==> config.mk <==
export PLATFORM = sky130hd
export DESIGN_NAME = lane_pipe_chain
export DESIGN_NICKNAME = d
export VERILOG_FILES = /design/src/rtl/lane_pipe_chain.sv
export SDC_FILE = /design/constraint.sdc
export NUM_CORES = 1
export LEC_CHECK = 0
export BUFFER_PORTS_ARGS = -buffer_cell sky130_fd_sc_hd__buf_2
export CORE_AREA = 2 2 236 238
export CTS_CLUSTER_SIZE = 10
export DETAILED_ROUTE_END_ITERATION = 6
export DIE_AREA = 0 0 238 240
export GPL_TIMING_DRIVEN = 1
export SYNTH_ARGS = -nofsm -noshare
export SYNTH_HDL_FRONTEND = slang
export SYNTH_SLANG_ARGS = --single-unit
==> constraint.sdc <==
create_clock -name clk -period 9.2 [get_ports clk]
set_input_delay 0.46 -clock clk [delete_from_list [all_inputs] [get_ports clk]]
set_output_delay 0.46 -clock clk [all_outputs]
set_load 0.005 [all_outputs]
==> src/rtl/lane_pipe_chain.sv <==
// lane_pipe_chain
// Multi-lane, multi-stage back-end register chain (EX -> MEM ... -> WB).
// Carries LANES in-order issue lanes (lane 0 oldest) through STAGES register
// stages with per-lane valid / write-enable tracking. It handles global stall,
// flush, oldest-lane branch redirect (fires once per branch, even across a
// stall) and exception-based suppression of younger-lane writes at WB.
//
// Ports
//   clk, rstn            clock, synchronous active-low reset
//   stall                global hold, no stage advances
//   flush                clears every stage's valid / write enable
//   in_valid/we/br       EX lane valid, rf write enable, branch mispredict
//   in_waddr/pc/br_pc    EX rf write address, lane PC, corrected target
//   in_data              EX result
//   mid_ecode            exception code of mid-stage lanes (0 = none)
//   mid_wdata            final rf write data computed from mid-stage outputs
//   s1_valid             stage-1 valid with lanes younger than a branch masked
//   mid_*                mid-stage (stage STAGES-1) state
//   wb_*                 register-file write port (stage STAGES)
//   redirect_*           branch redirect request from stage 1
//   exc_valid/exc_lane   oldest excepting mid-stage lane
module lane_pipe_chain #(
  parameter int LANES  = 2,
  parameter int STAGES = 2,
  parameter int DW     = 32
) (
  input  logic                  clk,
  input  logic                  rstn,
  input  logic                  stall,
  input  logic                  flush,
  input  logic [LANES-1:0]      in_valid,
  input  logic [LANES-1:0]      in_we,
  input  logic [LANES-1:0]      in_br,
  input  logic [5*LANES-1:0]    in_waddr,
  input  logic [32*LANES-1:0]   in_pc,
  input  logic [32*LANES-1:0]   in_br_pc,
  input  logic [DW*LANES-1:0]   in_data,
  input  logic [7*LANES-1:0]    mid_ecode,
  input  logic [DW*LANES-1:0]   mid_wdata,
  output logic [LANES-1:0]      s1_valid,
  output logic [LANES-1:0]      mid_valid,
  output logic [LANES-1:0]      mid_we,
  output logic [32*LANES-1:0]   mid_pc,
  output logic [DW*LANES-1:0]   mid_data,
  output logic [5*LANES-1:0]    mid_waddr,
  output logic [LANES-1:0]      wb_we,
  output logic [5*LANES-1:0]    wb_waddr,
  output logic [DW*LANES-1:0]   wb_wdata,
  output logic [32*LANES-1:0]   wb_pc,
  output logic                  redirect_valid,
  output logic [31:0]           redirect_pc,
  output logic [1:0]            redirect_lane,
  output logic                  exc_valid,
  output logic [1:0]            exc_lane
);

  // Number of register stages ahead of WB (stage 1 .. mid).
  localparam int NM = STAGES - 1;

  // Pre-WB stage registers, indexed by stage number 1..NM.
  logic [NM:1][LANES-1:0]          vld_p;
  logic [NM:1][LANES-1:0]          we_p;
  logic [NM:1][LANES-1:0][4:0]     waddr_p;
  logic [NM:1][LANES-1:0][31:0]    pc_p;
  logic [NM:1][LANES-1:0][DW-1:0]  data_p;
  logic [LANES-1:0]                br_p1;
  logic [LANES-1:0][31:0]          br_pc_p1;
  logic                            fired;

  // Effective (kill-masked) valid / we per stage.
  logic [NM:1][LANES-1:0]          vld_e;
  logic [NM:1][LANES-1:0]          we_e;
  logic [LANES-1:0]                kill;
  logic                            any_br;
  int                              br_idx;
  logic                            kill_s1;
  logic                            advance;

  logic [LANES-1:0][6:0]           ecode;
  logic [LANES-1:0]                wb_we_d;
  logic                            exc_seen;
  int                              exc_idx;

  assign advance = ~stall;
  assign ecode   = mid_ecode;

  // Oldest branching lane in stage 1 and the lanes younger than it.
  always_comb begin
    any_br      = 1'b0;
    br_idx      = 0;
    kill        = '0;
    redirect_pc = '0;
    for (int i = LANES - 1; i >= 0; i--) begin
      if (vld_p[1][i] && br_p1[i]) begin
        any_br = 1'b1;
        br_idx = i;
      end
    end
    for (int i = 0; i < LANES; i++) begin
      kill[i] = any_br && (i > br_idx);
      if (i == br_idx) redirect_pc = br_pc_p1[i];
    end
    vld_e    = vld_p;
    we_e     = we_p;
    vld_e[1] = vld_p[1] & ~kill;
    we_e[1]  = we_p[1] & ~kill;
  end

  assign s1_valid       = vld_e[1];
  assign redirect_lane  = 2'(br_idx);
  // While fired is set the branch is still parked in stage 1 behind a stall;
  // it must not be reported again, but its younger lanes still die.
  assign redirect_valid = any_br & ~fired & ~flush;
  assign kill_s1        = redirect_valid | fired;

  assign mid_valid = vld_e[NM];
  assign mid_we    = we_e[NM];
  assign mid_pc    = pc_p[NM];
  assign mid_data  = data_p[NM];
  assign mid_waddr = waddr_p[NM];

  // A lane may write only if neither it nor any older lane is excepting.
  always_comb begin
    exc_seen  = 1'b0;
    exc_valid = 1'b0;
    exc_idx   = 0;
    wb_we_d   = '0;
    for (int i = 0; i < LANES; i++) begin
      if (ecode[i] != 7'd0) exc_seen = 1'b1;
      wb_we_d[i] = mid_valid[i] & mid_we[i] & ~exc_seen;
    end
    for (int i = LANES - 1; i >= 0; i--) begin
      if (mid_valid[i] && (ecode[i] != 7'd0)) begin
        exc_valid = 1'b1;
        exc_idx   = i;
      end
    end
  end

  assign exc_lane = 2'(exc_idx);

  // ---- control state: valid / we / fired ----
  always_ff @(posedge clk) begin
    if (!rstn || flush) begin
      vld_p <= '0;
      we_p  <= '0;
      wb_we <= '0;
      fired <= 1'b0;
    end else if (advance) begin
      vld_p[1] <= kill_s1 ? '0 : in_valid;
      we_p[1]  <= kill_s1 ? '0 : in_we;
      for (int k = 2; k <= NM; k++) begin
        vld_p[k] <= vld_e[k-1];
        we_p[k]  <= we_e[k-1];
      end
      wb_we <= wb_we_d;
      fired <= 1'b0;
    end else if (redirect_valid) begin
      fired <= 1'b1;
    end
  end

  // ---- data path: stage 1 .. mid .. WB ----
  always_ff @(posedge clk) begin
    if (advance) begin
      br_p1      <= in_br;
      br_pc_p1   <= in_br_pc;
      waddr_p[1] <= in_waddr;
      pc_p[1]    <= in_pc;
      data_p[1]  <= in_data;
      for (int k = 2; k <= NM; k++) begin
        waddr_p[k] <= waddr_p[k-1];
        pc_p[k]    <= pc_p[k-1];
        data_p[k]  <= data_p[k-1];
      end
      wb_waddr <= waddr_p[NM];
      wb_wdata <= mid_wdata;
      wb_pc    <= pc_p[NM];
    end
  end

endmodule

======== After elaboration in Yosys (flattened, before gate mapping) ========
Cells that the tools add are included.
word-level totals
  bits of input ports ..................... 290
  flip-flop bits (word level) ............. 349
operators by class
  reduce and logical (&&, ||, !) cells .... 12
  bitwise gates (word level) .............. 15
  equal/unequal tests ..................... 1
  muxes and demuxes ....................... 14
  order comparisons ....................... 2
operators with widths
  cell                 number
  $mux 32              3
  $eq 2x32->1 const A  1
  $gt 1x32->1 const A  1
  $gt 2x32->1 const A  1
  $logic_not 32->1     1
  $reduce_bool 7->1    2
  $mux 1               8
  $and 1x1->1          6
  $logic_and 1x1->1    6
  $mux 2               3
  $not 1->1            5
  $and 2x2->2          2
  $not 2->2            1
  $reduce_or 2->1      1
  $logic_not 1->1      1
  $logic_or 1x1->1     1
  $or 1x1->1           1

======== Logic depth before layout (Yosys ltp) ========
  word-level depth ........................ 10
  gate-level depth with buffers ........... 4
  depth with buffers taken out ............ 3

======== Worst setup path before layout ========
No wires, ideal clock.
  kind .................................... input -> register
  from .................................... input port stall
  to ...................................... register br_p1[0], enable pin
  stages .................................. 1
  setup slack ............................. 1468 ps
  buffers on the path ..................... 0
  data arrival time ....................... 7042 ps
  cell sequence ........................... inv_1
RTL lines
  what                    line  text
  start: declaration      29    input logic stall,
  end signal: assignment  166   br_p1 <= in_br;
  end: declaration        66    logic [LANES-1:0] br_p1;
No word-level cell between the ends.

======== Worst setup path in the final report ========
  from .................................... register vld_p[0] (netlist bit)
  to ...................................... output port redirect_pc[2]
between the ends
  word-level cells in the longest chain between the ends .. 5
  elaborated cells on any way between the ends .. 6
RTL lines
  what                              line  text
  start: declaration                61    logic [NM:1][LANES-1:0] vld_p;
  start signal: indexed assignment  153   vld_p[k] <= vld_e[k-1];
  $logic_and 1x1->1 (*)             94    if (vld_p[1][i] && br_p1[i]) begin
  $mux 32 (*)                       94
  $logic_not 32->1                  101   if (i == br_idx) redirect_pc = br_pc_p1[i];
  $mux 32                           101
  $mux 32 (*)                       101
  end: declaration                  51    output logic [31:0] redirect_pc,
Mark *: on every way between the ends. The rest lies on a longest branch, timed or not.

==> reports/results.txt <==
post-synth top area cell -> edfxtp_1
non-filler cells, final -> 1792
worst skew pair latency -> 0.54 ns
Clock Path Buffers -> 3
Synth cell types -> 28
num ports -> 612
peak supply drop -> 0.0001412 V
CTS root buffer -> clkbuf_16
Total Nets Final -> 1357
number of buffers created by CTS -> 42
initial antenna violation count -> 14
via/cell ratio -> 3.699
dpl cell area -> 14960 um^2
number of global-route vias before repair -> 6892
Crit-path slowest cell -> nand2_2
Leak -> 0.006630 uW
CP Max Fanout -> 33
largest stage delay on the critical path -> 0.62 ns
total grt overflow -> 0
GRT Total Usage -> 10.11%
Max-slew headroom -> 29.65%
share of layout cells above drive strength 1 -> 64.36%
synth warn -> 0
Placer Congestion -> 0.8123
CP endpoint kind -> primary output
skew final -> 0.006573 ns
Post-synth top flop -> edfxtp_1
Post-CTS Setup Bufs -> 0
Final Hold Viols -> 0
first-pass GRT wire length -> 42590 um
Initial DRC Count -> 298
Seq/Total Area, Yosys -> 93.99%
Setup Crit Path Kind -> reg -> out
Slew @ Worst Pin -> 1.055 ns
pin count of the biggest net entering global routing -> 156
die footprint -> 57120 um^2
Final period util -> 30.18%
Syn Std Cell Area -> 11080 um^2
CTS tree -> done
Peak Freq -> 360.2 MHz
RSZ-0062 raised after global routing -> no
share of async-settable or async-resettable flops after synthesis -> 0%
synthesized area per cell -> 26.31 um^2
core area -> 54660 um^2
Port Buf Inserts -> 609
WL/cell -> 17.51 um
DRC viols -> 0
fin. max-slew vios -> 0
Synth area leaders -> edfxtp_1 (93%), mux2_2 (3.3%), dfxtp_1 (1.3%)
share of the synthesized area in the top cell type -> 92.72%
final instance area -> 16120 um^2
Placed Cells -> 1727
TNS Setup -> 0 ns
Post-synth EDFFs -> 342
minimum clock period -> 2.776 ns
H-tree level count -> 2
crit-path cells -> a21boi_2, nand2_2, mux2_2, buf_2
DRT antenna net count -> 0
Post-CTS Resized -> 0
P per Cell Area -> 223.6 nW/um^2
data required time of the worst path -> 8.74 ns
CTS sink cnt -> 349
chip height -> 240 um
HP Class -> in -> reg
drt pass-1 iters -> 6
flops & latches, synth -> 349
maxcap violations -> 0
Worst setup SP type -> register
total routed wirelength -> 31380 um
Final Setup Violations -> 0
Area Overhead vs Synth -> 45.56%
die width -> 238 um
initial cell density of the core -> 20.26%
Worst-path clk slew -> 0.05 ns
status -> finished, final reports clean
Cells after Synth -> 421
# hold bufs at CTS -> 0
Via Count -> 6629
row count -> 86
CP Data Arrival Time -> 2.32 ns
final core utilization -> 29.49%
Final HPWL DP -> 23520 um
[critical path, delay by kind of cell (launching register included)]
family	cells	cell delay [ns]
simple gates	1	0.62
flops	1	0.47
mux	1	0.42
compound gates	1	0.14
buf+inv	1	0.13
[cells in the mapped netlist, types with 2 or more instances]
master / count
a22o_1: 6
dfxtp_1: 7
buf_6: 3
inv_1: 3
buf_4: 6
nor2b_1: 2
mux2_2: 32
edfxtp_1: 342
[final cells by class]
type / instances / area (um^2)
inverter: 3 / 18.77
clock buffer: 53 / 1114
timing repair buffer: 611 / 3075
sequential: 349 / 10410
multi-input combinational: 60 / 575.6
antenna: 5 / 12.51
clock inverter: 7 / 35.03
fill: 5534 / 38540
tap: 704 / 880.8
[kinds of logic after synthesis]
logic type | share of synthesized area (%)
buffers and inverters | 0.8472
AOI/OAI and AO/OA | 1.051
muxes | 3.254
DFF | 93.99
other | 0.03386
and+or+nand+nor | 0.8248
[sequential cells by signal (all words and copies together) (netlist names)]
| signal | count |
|---|---|
| wb_waddr | 10 |
| mid_waddr | 10 |
| br_pc_p1 | 64 |
| mid_data | 64 |
| vld_p | 2 |
| fired | 1 |
| br_p1 | 2 |
| wb_wdata | 64 |
| mid_pc | 64 |
| wb_pc | 64 |
| wb_we | 2 |
| we_p | 2 |
[per-layer routing]
| layer | share of wire [%] | global-route usage [%] | vias up | wire, um |
|---|---|---|---|---|
| met3 | 13 | 5.741 | 72 | 4121 |
| met5 | 0.28 | 0 | - | 87 |
| met1 | 34 | 10.09 | 3140 | 10670 |
| li1 | - | - | 2984 | - |
| met4 | 3.1 | 4.394 | 14 | 970 |
| met2 | 49 | 17.21 | 419 | 15530 |
[final timing paths]
check                   end       start  depth (start not counted)  slack (ns)
max reg2reg        vld_p[1]    vld_p[0]                          3        7.89
max          redirect_pc[2]    vld_p[0]                          4        6.42
min              mid_pc[52]   in_pc[52]                          1        0.09
min reg2reg       wb_pc[46]  mid_pc[46]                          0        0.43
[layout by cell type (no fill, tap or decap), drive strengths merged]
cell and n:
or3 1, or4 1, nor2b 2, nor4 1, clkinv 6, and4 1
o21ai 1, o21a 1, a21boi 2, and3 1, a21bo 1, diode 5
clkbuf 53, a211oi 1, a22o 6, edfxtp 342, conb 2, mux2 32
nand2 2, dfxtp 7, nor3 2, and2 1, or3b 1, buf 611
a32o 1, inv 4
[power breakdown]
part / switching [uW] / internal (uW)
Clock: 594 / 839
Combinational: 120 / 122
Sequential: 43.5 / 1890
[metrics by stage]
step	hold slack [ns]	setup slack, ns	total power [uW]
after floorplan	0.4521	1.468	2023
after global placement	0.4257	6.701	2202
after detailed placement	0.4274	6.615	2210
after CTS	0.03878	6.339	3674
after global routing	0.04216	6.281	3749
final	0.09382	6.424	3606
(Power assumes the default switching activity.)
